[config.mk]
export PLATFORM = sky130hd
export DESIGN_NAME = sm3_msg_expand
export DESIGN_NICKNAME = d
export VERILOG_FILES = /design/src/rtl/sm3_msg_expand.sv
export SDC_FILE = /design/constraint.sdc
export NUM_CORES = 1
export LEC_CHECK = 0
export ABC_AREA = 1
export BUFFER_PORTS_ARGS = -buffer_cell sky130_fd_sc_hd__buf_2
export CELL_PAD_IN_SITES_DETAIL_PLACEMENT = 1
export CELL_PAD_IN_SITES_GLOBAL_PLACEMENT = 1
export CORE_ASPECT_RATIO = 1.4
export CORE_UTILIZATION = 41
export CTS_BUF_LIST = sky130_fd_sc_hd__clkbuf_2 sky130_fd_sc_hd__clkbuf_4 sky130_fd_sc_hd__clkbuf_8
export DETAILED_ROUTE_END_ITERATION = 8
export PLACE_DENSITY = 0.84
export SLEW_MARGIN = 20
export SYNTH_ARGS = -nofsm -noshare
export SYNTH_HDL_FRONTEND = slang
export SYNTH_SLANG_ARGS = --single-unit
export TNS_END_PERCENT = 20
[constraint.sdc]
create_clock -name clk -period 1.6 [get_ports clk]
set_input_delay 0.08 -clock clk [delete_from_list [all_inputs] [get_ports clk]]
set_output_delay 0.08 -clock clk [all_outputs]
set_load 0.05 [all_outputs]
[src/rtl/sm3_msg_expand.sv]
// SM3 message expander: takes one 512-bit padded block and streams W_j / W'_j
// for j = 0..63 on a valid/ready interface, one pair per accepted beat.
//
// state | meaning
// ------+-----------------------------------------------------------
// IDLE  | waiting for a block; blk_ready high, no pair on the output
// RUN   | window holds W_j..W_{j+15}; pair j presented until accepted
module sm3_msg_expand (
    input  logic         clk,
    input  logic         rst_n,
    input  logic         blk_valid,
    output logic         blk_ready,
    input  logic [511:0] blk_data,
    output logic         w_valid,
    input  logic         w_ready,
    output logic [31:0]  w_j,
    output logic [31:0]  wp_j,
    output logic [5:0]   w_idx,
    output logic         w_last,
    output logic         busy
);

    typedef enum logic {IDLE, RUN} state_t;

    state_t      state_q, state_d;
    logic [5:0]  cnt_q, cnt_d;
    logic [31:0] win_q [16];
    logic [31:0] win_d [16];
    logic [31:0] w_new;

    function automatic logic [31:0] rotl7(input logic [31:0] x);
        return {x[24:0], x[31:25]};
    endfunction

    function automatic logic [31:0] rotl15(input logic [31:0] x);
        return {x[16:0], x[31:17]};
    endfunction

    function automatic logic [31:0] rotl23(input logic [31:0] x);
        return {x[8:0], x[31:9]};
    endfunction

    function automatic logic [31:0] p1(input logic [31:0] x);
        return x ^ rotl15(x) ^ rotl23(x);
    endfunction

    // W_{j+16}; keeps running past j = 51, those words are never presented
    assign w_new = p1(win_q[0] ^ win_q[7] ^ rotl15(win_q[13])) ^ rotl7(win_q[3]) ^ win_q[10];

    assign blk_ready = (state_q == IDLE);
    assign w_valid   = (state_q == RUN);
    assign busy      = (state_q == RUN);
    assign w_j       = win_q[0];
    assign wp_j      = win_q[0] ^ win_q[4];
    assign w_idx     = cnt_q;
    assign w_last    = (state_q == RUN) && (cnt_q == 6'd63);

    always_comb begin
        state_d = state_q;
        cnt_d   = cnt_q;
        win_d   = win_q;
        case (state_q)
            IDLE: begin
                if (blk_valid) begin
                    for (int i = 0; i < 16; i++) begin
                        win_d[i] = blk_data[511 - 32*i -: 32];
                    end
                    cnt_d   = 6'd0;
                    state_d = RUN;
                end
            end
            RUN: begin
                if (w_ready) begin
                    for (int i = 0; i < 15; i++) begin
                        win_d[i] = win_q[i + 1];
                    end
                    win_d[15] = w_new;
                    cnt_d     = cnt_q + 6'd1;
                    if (cnt_q == 6'd63) begin
                        state_d = IDLE;
                    end
                end
            end
            default: state_d = IDLE;
        endcase
    end

    always_ff @(posedge clk or negedge rst_n) begin
        if (!rst_n) begin
            state_q <= IDLE;
            cnt_q   <= 6'd0;
            for (int i = 0; i < 16; i++) begin
                win_q[i] <= 32'd0;
            end
        end else begin
            state_q <= state_d;
            cnt_q   <= cnt_d;
            win_q   <= win_d;
        end
    end

endmodule

==> results of run 1 <==
cell usage after synthesis:
cell type,n,area (um2)
nand2_1,1155,4340
dfrtp_1,519,13000
inv_1,443,1660
o211ai_1,344,2580
o21ai_0,310,1550
nand3_1,253,1270
nor2_1,207,777
buf_2,145,726
a31oi_1,136,851
clkbuf_1,66,248
buf_4,40,300
o21ai_1,37,185
xor2_1,32,280
buf_1,6,22.5
nand2_2,5,31.3
a21oi_1,4,20.0
inv_2,3,11.3
or2_1,3,18.8
buf_6,2,22.5
nand2_4,2,22.5
a22o_1,1,8.76
buf_8,1,15.0
clkinv_1,1,3.75
ha_1,1,12.5
inv_4,1,6.26
nand3_2,1,10.0
cell families after synthesis:
logic type                 synth area share
AOI/OAI and AO/OA                     0.186
adders and majority gates          0.000447
and+or+nand+nor                       0.231
xor gates and xnor gates             0.0100
buffers and inverters                 0.108
DFF                                   0.465
per-stage QoR:
step / hold WS [ps] / TNS, ps / area (um2)
3_3_place_gp: 22.5 / -25650 / 34300
3_5_place_dp: 18.6 / -43650 / 34300
2_1_floorplan: -216 / -13.8 / 28000
4_1_cts: 74.0 / -103900 / 45900
routing by layer:
metal | GRT overflow | global-route usage
met5 | 2 | 0.169
met4 | 64 | 0.807
met3 | 2 | 0.512
met2 | 58 | 0.942
met1 | 0 | 0.694
timing repair:
action | 4_1_cts
hold buffers | 516
endpoints found under the setup margin | 527
resized for setup | 550
endpoints found under the hold margin | 1034
pin swaps | 119
cloned | 59
buffers inserted | 121
==> results.json, run 1 <==
{
  "grt-ovfl-total": 126,
  "grt_max_degree": 79,
  "syn_inst": 3718,
  "grt_pass1_wl_um": 366000,
  "fp.dieW_um": 223,
  "synth_seq_cells": 519,
  "grt_use_total": 0.726,
  "rows": 112,
  "io_buffers": 589,
  "synth_nets": 4235,
  "outcome": "did not finish",
  "yosysSeqAreaShare": 0.465,
  "avgSynthCellArea_um2": 7.52,
  "ys_types": 26,
  "pre_cts_ws_ps": -571,
  "numClockSinks": 519,
  "place_inst": 5302,
  "ctsHtreeMaxLevel": 3,
  "cts_buffer_depth": 3,
  "ios": 590,
  "tritoncts.num_buffers": 84,
  "grt_pass1_vias": 49300,
  "dp_hpwl_um": 110000,
  "synth_warnings": 0,
  "syn_area_um2": 28000,
  "start_util": 0.417,
  "first-error": "[ERROR GRT-0116] Global routing finished with congestion. Check the congestion regions in the DRC Viewer.",
  "die_h_um": 311,
  "gp_congestion": 1.01,
  "cts-root-buf": "clkbuf_8",
  "stop_stage": "global routing (5_1_grt)"
}
==> run 2: changes to the inputs <==
- CELL_PAD_IN_SITES_DETAIL_PLACEMENT: 1 -> unset
- CELL_PAD_IN_SITES_GLOBAL_PLACEMENT: 1 -> unset
- CORE_ASPECT_RATIO: 1.4 -> unset
- CORE_UTILIZATION: 41 -> 30
- CTS_BUF_LIST: sky130_fd_sc_hd__clkbuf_2 sky130_fd_sc_hd__clkbuf_4 sky130_fd_sc_hd__clkbuf_8 -> unset
- PLACE_DENSITY: 0.84 -> unset
- PLACE_DENSITY_LB_ADDON: unset -> 0.15
==> results.json, run 2 <==
{
  "synth_top_family_by_area": "simple AND/OR/NAND/NOR gates",
  "grt-ovfl-total": 0,
  "ios": 590,
  "synth_flop_cell": "dfrtp_1",
  "seq_area_um2": 13000,
  "ant_nets": 0,
  "ys_types": 26,
  "dr.pass1.iters": 6,
  "die_h_um": 307,
  "synth_top_cell_by_area": "dfrtp_1",
  "critPathMaxFanout": 8,
  "r2r-end": "win_q[393]",
  "path_common_cell": "clkbuf_16",
  "finalSetupTns_ps": -47170,
  "cp_slowest_cell": "dfrtp_4",
  "fp.dieW_um": 307,
  "yosysSeqAreaShare": 0.465,
  "rows": 111,
  "maxCapViolCount": 0,
  "drv_slew": 0,
  "peakVddDrop_uv": 757,
  "synth_mux_area_frac": 0,
  "ctsHtreeMaxLevel": 3,
  "grt_util_met2": 0.525,
  "final_common_cell": "nand2_1",
  "synth.area.top_cells": "dfrtp_1 46%, nand2_1 16%, o211ai_1 9.2%, inv_1 5.9%, o21ai_0 5.5%",
  "worst_slew_pin_slew_ps": 600,
  "largest_reg_flops": 480,
  "path_buf_inv": 4,
  "gp_congestion": 0.970,
  "grt_use_total": 0.318,
  "path_cells": "buf_12 > clkbuf_16 > buf_4 > clkbuf_16 > o211ai_1 > o21ai_2",
  "p_per_area_nw_per_um2": 1280,
  "fin_nets": 5859,
  "relSlewSlack": 0.598,
  "crit_path_end_kind": "flip-flop",
  "wl_um": 160000,
  "fin_crit_ps": 1950,
  "dr_total_vias": 33700,
  "synth_seq_cells": 519,
  "hold_viol_final": 0,
  "wl_per_cell_um": 24.1,
  "synth_common_cells": "1155 x nand2_1, 519 x dfrtp_1, 443 x inv_1",
  "synth_top_area_share": 0.465,
  "grt_pass1_wl_um": 217000,
  "setup_viol": 501,
  "clock_skew_ps": 26.4,
  "final_util": 0.541,
  "outcome": "finished with violations",
  "cp_slowest_stage_delay_ps": 580,
  "synth_warnings": 0,
  "synth_nets": 4235,
  "clk_latency_ps": 630,
  "grt_max_degree": 80,
  "grt_pass1_vias": 32400,
  "dp_hpwl_um": 114000,
  "multi_input_area_um2": 14300,
  "start_kind": "flip-flop",
  "cts_buffer_depth": 3,
  "clk_pin_slew_ps": 60,
  "io_buffers": 589,
  "drive_above_1_share": 0.358,
  "fmax_ghz": 0.514,
  "critPathKind": "reg2reg",
  "use_met3": 0.0402,
  "post-route-period-util": 1.22,
  "timing.final.ws_setup_ps": -346,
  "drc_errors": 0,
  "area_growth_pct": 77.9,
  "grt-busiest-layer": "met2",
  "first_iter_violations": 3262,
  "cts-root-buf": "clkbuf_16",
  "rsz0062_at_grt": "yes",
  "r2r_start": "busy",
  "avgSynthCellArea_um2": 7.52,
  "core_area_um2": 91900,
  "syn_inst": 3718,
  "cp.arrival_ps": 2420,
  "tritoncts.num_buffers": 67,
  "via_per_inst": 5.08,
  "yosys.cell_count.top_type": "nand2_1",
  "worstPathRequired_ps": 2080,
  "critPathTopFamily": "buffers and inverters",
  "synthAdderAreaFrac": 0.000448,
  "syn_area_um2": 28000,
  "hold_ws_ps": 208,
  "ff2ff_path_depth": 6,
  "mostFrequentLayoutCells": "955 x nand2_1, 559 x buf_2, 516 x dlygate4sd3_1",
  "p_leak_uw": 0.0250,
  "numClockSinks": 519,
  "tritoncts": "yes",
  "start_util": 0.304,
  "synth_edf_count": 0,
  "synthXorXnorAreaFrac": 0.0100,
  "antenna_found_initial": 9,
  "hold_class": "in2async",
  "met1_usage": 0.413,
  "synth_simple_gate_area_frac": 0.231,
  "dieArea_um2": 94400,
  "r2r_setup_slack_ps": -350,
  "fill_cells": 8605,
  "synthArstFlopShare": 1.00,
  "synth-compound-area-share": 0.186,
  "max_flop_register": "win_q",
  "violations": "setup timing"
}
## run 2: cell counts after synthesis
Identical to the previous run, type by type.
## run 2: worst max-delay path by stage
stage	start	end	depth (start not counted)
CTS	w_idx[1]	w_last	8
global route	w_idx[0]	w_last	8
global placement	busy	win_q[278]	5
detailed placement	busy	win_q[278]	5
floorplan	w_idx[0]	busy	8
finish	busy	win_q[393]	6
## run 2: area by class of cell
type	instances	area share
diodes	5	0.000252
clock buffers	99	0.0400
clock inverters	20	0.00397
inverters	448	0.0354
multi-input cells	2492	0.288
flip-flops and latches	519	0.262
well taps	1243	0.0313
repair buffers	1814	0.339
## run 2: metal layers
| metal | vias to the layer above | share of wire |
|---|---|---|
| met5 | - | 0.000094 |
| met4 | 2 | 0.051 |
| met3 | 378 | 0.065 |
| met2 | 1491 | 0.47 |
| met1 | 16400 | 0.41 |
| li1 | 15500 | - |
## run 2: tightest hold or removal path, delay by kind of cell
kind | cells | cell delay [ps]
buffers and inverters | 3 | 1120
## run 2: what timing repair did
item,CTS,global route
setup endpoints to repair,401,544
resized for setup,511,596
endpoints found under the hold margin,1032,0
cloned,26,43
pin swaps,83,148
hold buffers,516,0
setup buffers,78,98
## run 2: logic make-up (layout without fill, tap and decap cells)
family,Yosys count,in the layout
buffers and inverters,708,2381
xor gates and xnor gates,32,32
AOI/OAI and AO/OA,832,832
and+or+nand+nor,1626,1627
adders and majority gates,1,1
other,0,5
DFF,519,519
## run 2: through the flow
| step | total power, uW | std cells | instance area (um2) | setup slack, ps |
|---|---|---|---|---|
| floorplan | 29700 | 3718 | 28000 | -13.8 |
| global placement | 41300 | 5775 | 35600 | -587 |
| detailed placement | 41400 | 5775 | 35600 | -569 |
| CTS | 60500 | 6503 | 46100 | -245 |
| global route | 66500 | 6640 | 49700 | -355 |
| finish | 63700 | 6640 | 49700 | -346 |
## run 2: power by group
group / switching (uW) / internal [uW]
clock network: 6460 / 8980
logic: 17600 / 11800
registers: 2590 / 16300
total: 26600 / 37100
No activity file was read; power rests on OpenSTA's default activity.
==> run 3: changes to the inputs <==
- ABC_AREA: 1 -> unset
==> results.json, run 3 <==
{
  "outcome": "finished with violations",
  "violations": "setup timing",
  "wl_per_cell_um": 25.7,
  "dr_total_vias": 25200,
  "worst_hold_startpoint": "blk_data[392]",
  "tritoncts.num_buffers": 66,
  "dieArea_um2": 88900,
  "synthArstFlopShare": 1.00,
  "timing.final.ws_setup_ps": -263,
  "r2r_setup_slack_ps": -260,
  "synth_flop_cell": "dfrtp_1",
  "tritoncts": "yes",
  "wl_um": 132000,
  "final_common_cell": "buf_2",
  "p_per_area_nw_per_um2": 1430,
  "peakVddDrop_uv": 1000,
  "critPathMaxFanout": 16,
  "holdPathEnd": "win_q[392]",
  "stdcell_count": 5129,
  "critPathTopFamily": "buffers and inverters",
  "rsz0062_at_grt": "yes",
  "yosysSeqAreaShare": 0.493,
  "finalSetupTns_ps": -49350,
  "cts_buffer_depth": 3,
  "relSlewSlack": 0.550,
  "drv_slew": 0,
  "hold_class": "in2reg",
  "maxCapViolCount": 0,
  "synth_edf_count": 0,
  "worstHoldPathCells": 4,
  "p_leak_uw": 0.0230,
  "fmax_ghz": 0.537,
  "place_inst": 4340,
  "first_iter_violations": 1916,
  "post-route-period-util": 1.16,
  "synth_top_cell_by_area": "dfrtp_1",
  "core_area_um2": 86900,
  "syn_inst": 2490,
  "clk_latency_ps": 600,
  "path_buf_inv": 4,
  "design_area_um2": 44300,
  "worst_slew_pin_slew_ps": 676,
  "synth_nets": 3007,
  "ios": 590,
  "numClockSinks": 519,
  "post-layout-total-power_uw": 63500,
  "cp_slowest_cell": "dfrtp_4",
  "start_util": 0.303,
  "postPlaceCellArea_um2": 32700,
  "io_buffers": 589,
  "critPathKind": "reg2reg",
  "synth_warnings": 0,
  "area_growth_pct": 68.2,
  "path_common_cell": "buf_4",
  "drive_above_1_share": 0.344,
  "setup_viol": 510,
  "gp_congestion": 0.933,
  "cp_slowest_stage_delay_ps": 440,
  "via_per_inst": 4.92,
  "grt_use_total": 0.287,
  "hold_ws_ps": 3.13,
  "avgSynthCellArea_um2": 10.6,
  "yosys.cell_count.top_type": "dfrtp_1",
  "worstPathRequired_ps": 2070,
  "fin_crit_ps": 1860,
  "r2r_start": "busy",
  "crit_path_end_kind": "flip-flop",
  "drc_errors": 0,
  "synth.area.top_cells": "dfrtp_1 49%, mux2i_1 20%, nand2_1 7.0%, o21ai_0 5.4%, xnor2_1 4.3%",
  "mostFrequentLayoutCells": "557 x buf_2, 513 x dlygate4sd3_1, 490 x dfrtp_1",
  "rows": 108,
  "ant_nets": 0,
  "synth_top_area_share": 0.493,
  "synth_seq_cells": 519,
  "grt_pass1_wl_um": 183000,
  "ff2ff_path_depth": 6,
  "cts-root-buf": "clkbuf_16",
  "dr.pass1.iters": 5,
  "ys_types": 30,
  "syn_area_um2": 26300,
  "antenna_found_initial": 14,
  "max_flop_register": "win_q",
  "fin_nets": 4436,
  "ctsHtreeMaxLevel": 3,
  "grt_max_degree": 76,
  "clock_skew_ps": 19.3,
  "fp.dieW_um": 298,
  "grt-ovfl-total": 0,
  "grt_pass1_vias": 26200,
  "largest_reg_flops": 480,
  "dp_hpwl_um": 96200,
  "start_kind": "flip-flop",
  "path_cells": "buf_12 > buf_4 > buf_16 > buf_4 > mux2i_1 > o21ai_0",
  "cp.arrival_ps": 2330,
  "r2r-end": "win_q[203]",
  "die_h_um": 298,
  "hold_viol_final": 0,
  "clk_pin_slew_ps": 70,
  "synth_common_cells": "519 x dfrtp_1, 514 x mux2i_1, 493 x nand2_1"
}
## run 3: cell count changes after synthesis, sizes merged, moves of 32 or more
cell    before  now
xnor3        0   32
nand3      254    4
mux2i        0  514
nand2     1162  494
o21ai      347  482
inv        447    1
nor2       207    3
a31oi      136    1
xnor2        0  129
o221ai       0   32
o211ai     344    1
buf        194  140
## run 3: final cells by class
type                            count  area (um2)
Fill cell                        7753       42600
Timing Repair Buffer             1572       14200
Multi-Input combinational cell   1759       13300
Sequential cell                   519       13000
Clock buffer                       99        2040
Tap cell                         1155        1450
Clock inverter                     17         193
Antenna cell                        7        17.5
Inverter                            1        7.51
## run 3: cell families (layout without fill, tap and decap cells)
| family | Yosys count | in the layout | share of synthesized area |
|---|---|---|---|
| AOI/OAI and AO/OA | 522 | 522 | 0.104 |
| xor gates and xnor gates | 193 | 193 | 0.0809 |
| adders and majority gates | 1 | 1 | 0.000475 |
| buffers and inverters | 212 | 1689 | 0.0456 |
| DFF | 519 | 519 | 0.493 |
| muxes | 514 | 514 | 0.195 |
| other | 0 | 7 | 0 |
| and+or+nand+nor | 529 | 529 | 0.0798 |
## run 3: how the worst max path moves through the flow
stage	to	startpoint	cells past startpoint	slack, ps
5_1_grt	win_q[169]	busy	6	-330
3_3_place_gp	w_j[12]	busy	5	-540
3_5_place_dp	win_q[268]	busy	5	-510
2_1_floorplan	w_j[0]	busy	10	-190
4_1_cts	w_last	w_idx[0]	4	-300
6_report	win_q[203]	busy	6	-260
## run 3: metal layers
layer / up-vias / global-route usage / routed length (um)
met4: 4 / 0.126 / 6010
li1: 11500 / - / -
met2: 1027 / 0.471 / 62100
met5: - / 0 / 23
met1: 12400 / 0.376 / 56200
met3: 265 / 0.0406 / 7470
## run 3: worst reg2reg max path: stages (launching register included)
cell     delay, ps
dfrtp_4        440
buf_12         130
buf_4          280
buf_16         240
buf_4          220
mux2i_1        300
o21ai_0        120
## run 3: metrics by stage
stage / utilization / setup slack [ps]
2_1_floorplan: - / -187
3_3_place_gp: 0.376 / -545
3_5_place_dp: 0.376 / -513
4_1_cts: 0.499 / -300
5_1_grt: 0.510 / -330
6_report: 0.510 / -263
## run 3: repair_timing
action / CTS / global route
gates resized for setup: 448 / 108
endpoints found under the setup margin: 528 / 546
hold endpoints to repair: 1031 / 0
hold buffers: 513 / 0
setup buffers: 85 / 23
pin swaps: 46 / 8
cloned: 33 / 26
## run 3: where the power goes
group | leakage (uW) | total, uW | switching, uW | internal, uW
combinational | 0.0152 | 27600 | 13900 | 13800
clock | 0.00111 | 15600 | 6130 | 9430
sequential | 0.00672 | 20300 | 3750 | 16600
==> run 4: changes to the inputs <==
- clock period: 1.6 -> 1.71 ns (I/O delays scaled with it)
==> results.json, run 4 (synthesis gave the netlist of run 3 again) <==
{
  "outcome": "finished with violations",
  "violations": "hold timing, setup timing",
  "area_growth_pct": 58.7,
  "clock_skew_ps": 15.6,
  "tritoncts.num_buffers": 61,
  "p_per_area_nw_per_um2": 1380,
  "fmax_ghz": 0.536,
  "grt-ovfl-total": 0,
  "cp_slowest_cell": "xnor3_2",
  "fin_nets": 4315,
  "die_h_um": 298,
  "place_inst": 4330,
  "dieArea_um2": 88900,
  "cp.arrival_ps": 2350,
  "gp_congestion": 0.908,
  "cts_buffer_depth": 3,
  "fill_cells": 8009,
  "clk_latency_ps": 640,
  "timing.final.ws_setup_ps": -156,
  "wl_um": 127000,
  "drv_slew": 0,
  "worstPathRequired_ps": 2190,
  "dr.pass1.iters": 5,
  "p_leak_uw": 0.0216,
  "max_flop_register": "win_q",
  "crit_path_end_kind": "flip-flop",
  "final_util": 0.481,
  "hold_viol_final": 1,
  "final_common_cell": "buf_2",
  "path_cells": "xnor3_2 > buf_4 > xnor2_1 > xnor2_1 > buf_4 > o221ai_1",
  "tritoncts": "yes",
  "critPathKind": "reg2reg",
  "wl_per_cell_um": 25.3,
  "post-route-period-util": 1.09,
  "cts-root-buf": "clkbuf_16",
  "hold_ws_ps": -0.705,
  "largest_reg_flops": 480,
  "drive_above_1_share": 0.321,
  "fin_crit_ps": 1870,
  "finalSetupTns_ps": -4210,
  "grt_use_total": 0.276,
  "first_iter_violations": 1845,
  "relSlewSlack": 0.625,
  "ant_nets": 0,
  "drc_errors": 0,
  "fp.dieW_um": 298,
  "grt_pass1_wl_um": 177000,
  "stdcell_count": 5008,
  "grt_max_degree": 89,
  "start_util": 0.303,
  "antenna_found_initial": 9,
  "maxCapViolCount": 0,
  "ctsHtreeMaxLevel": 2,
  "setup_viol": 96,
  "io_buffers": 589,
  "worst_slew_pin_slew_ps": 561,
  "dr_total_vias": 24100,
  "cp_slowest_stage_delay_ps": 520,
  "rsz0062_at_grt": "yes",
  "dp_hpwl_um": 96700,
  "start_kind": "flip-flop",
  "rows": 108,
  "ios": 590,
  "numClockSinks": 519,
  "grt_pass1_vias": 25000,
  "critPathMaxFanout": 3,
  "hold_class": "in2reg",
  "core_area_um2": 86900,
  "mostFrequentLayoutCells": "553 x buf_2, 511 x dlygate4sd3_1, 490 x dfrtp_1",
  "clk_pin_slew_ps": 60,
  "peakVddDrop_uv": 872,
  "via_per_inst": 4.82
}
-- run 4: changes by cell type in the layout (fill, tap and decap cells not counted), moves of 8 or more --
cell and change:
nand2_2 -11, buf_12 -15, nand2_1 +14, bufbuf_16 -8, mux2i_1 -15, o21ai_1 -31, o21ai_0 +40, buf_8 -11
buf_16 -31, clkbuf_16 -18, buf_4 -26, mux2i_2 +22
-- run 4: final timing paths --
kind,startpoint,to,slack (ps),depth (start not counted)
setup / recovery,win_q[281],win_q[25],-160,6
hold / removal,blk_data[268],win_q[268],-0.7,4
setup reg to reg,win_q[281],win_q[25],-160,6
hold reg to reg,win_q[219],win_q[219],480,2
max in group asynchronous,rst_n,win_q[376],670,3
min in group asynchronous,rst_n,win_q[280],40,3
-- run 4: worst max-delay path: cells and delay by family, from the launching register on --
kind	cells	cell delay, ps
xor gates and xnor gates	3	840
DFF	1	450
AOI/OAI and AO/OA	1	130
buffers and inverters	2	290
-- run 4: per-layer routing --
metal / GRT usage / wire length [um] / vias up / share of wire
met5: 0 / 13 / - / 0.00010
met1: 0.367 / 54900 / 11900 / 0.43
met2: 0.456 / 60400 / 849 / 0.48
met3: 0.0449 / 7230 / 201 / 0.057
li1: - / - / 11200 / -
met4: 0.0908 / 4290 / 2 / 0.034
-- run 4: cell type report --
cell class | instances | area [um2] | share of cell area
timing repair buffer | 1456 | 12000 | 0.288
antenna | 5 | 12.5 | 0.000300
inverter | 1 | 7.51 | 0.000180
clock inverter | 22 | 251 | 0.00602
tap | 1155 | 1450 | 0.0346
sequential | 519 | 13000 | 0.312
clock buffer | 91 | 1880 | 0.0450
multi-input combinational | 1759 | 13100 | 0.314
-- run 4: metrics by stage --
step	setup slack, ps	hold WS (ps)	instance area [um2]	total power (uW)
3_3_place_gp	-526	-73.0	32400	39900
2_1_floorplan	-77.4	-210	26400	29400
4_1_cts	-146	10.2	40800	56500
6_report	-156	-0.705	41800	57800
5_1_grt	-165	10.4	41800	60200
3_5_place_dp	-453	-68.3	32400	40000
-- run 4: power by group --
part           switching [uW]  internal, uW
Sequential               3600         15500
Combinational           12500         12200
Clock                    5640          8310
Total                   21700         36000
-- run 4: what timing repair did --
item,4_1_cts,5_1_grt
resized for setup,258,150
endpoints found under the setup margin,114,273
setup buffers,24,13
hold endpoints to repair,1028,2
pin swaps,8,18
cloned,0,13
hold buffers,509,2
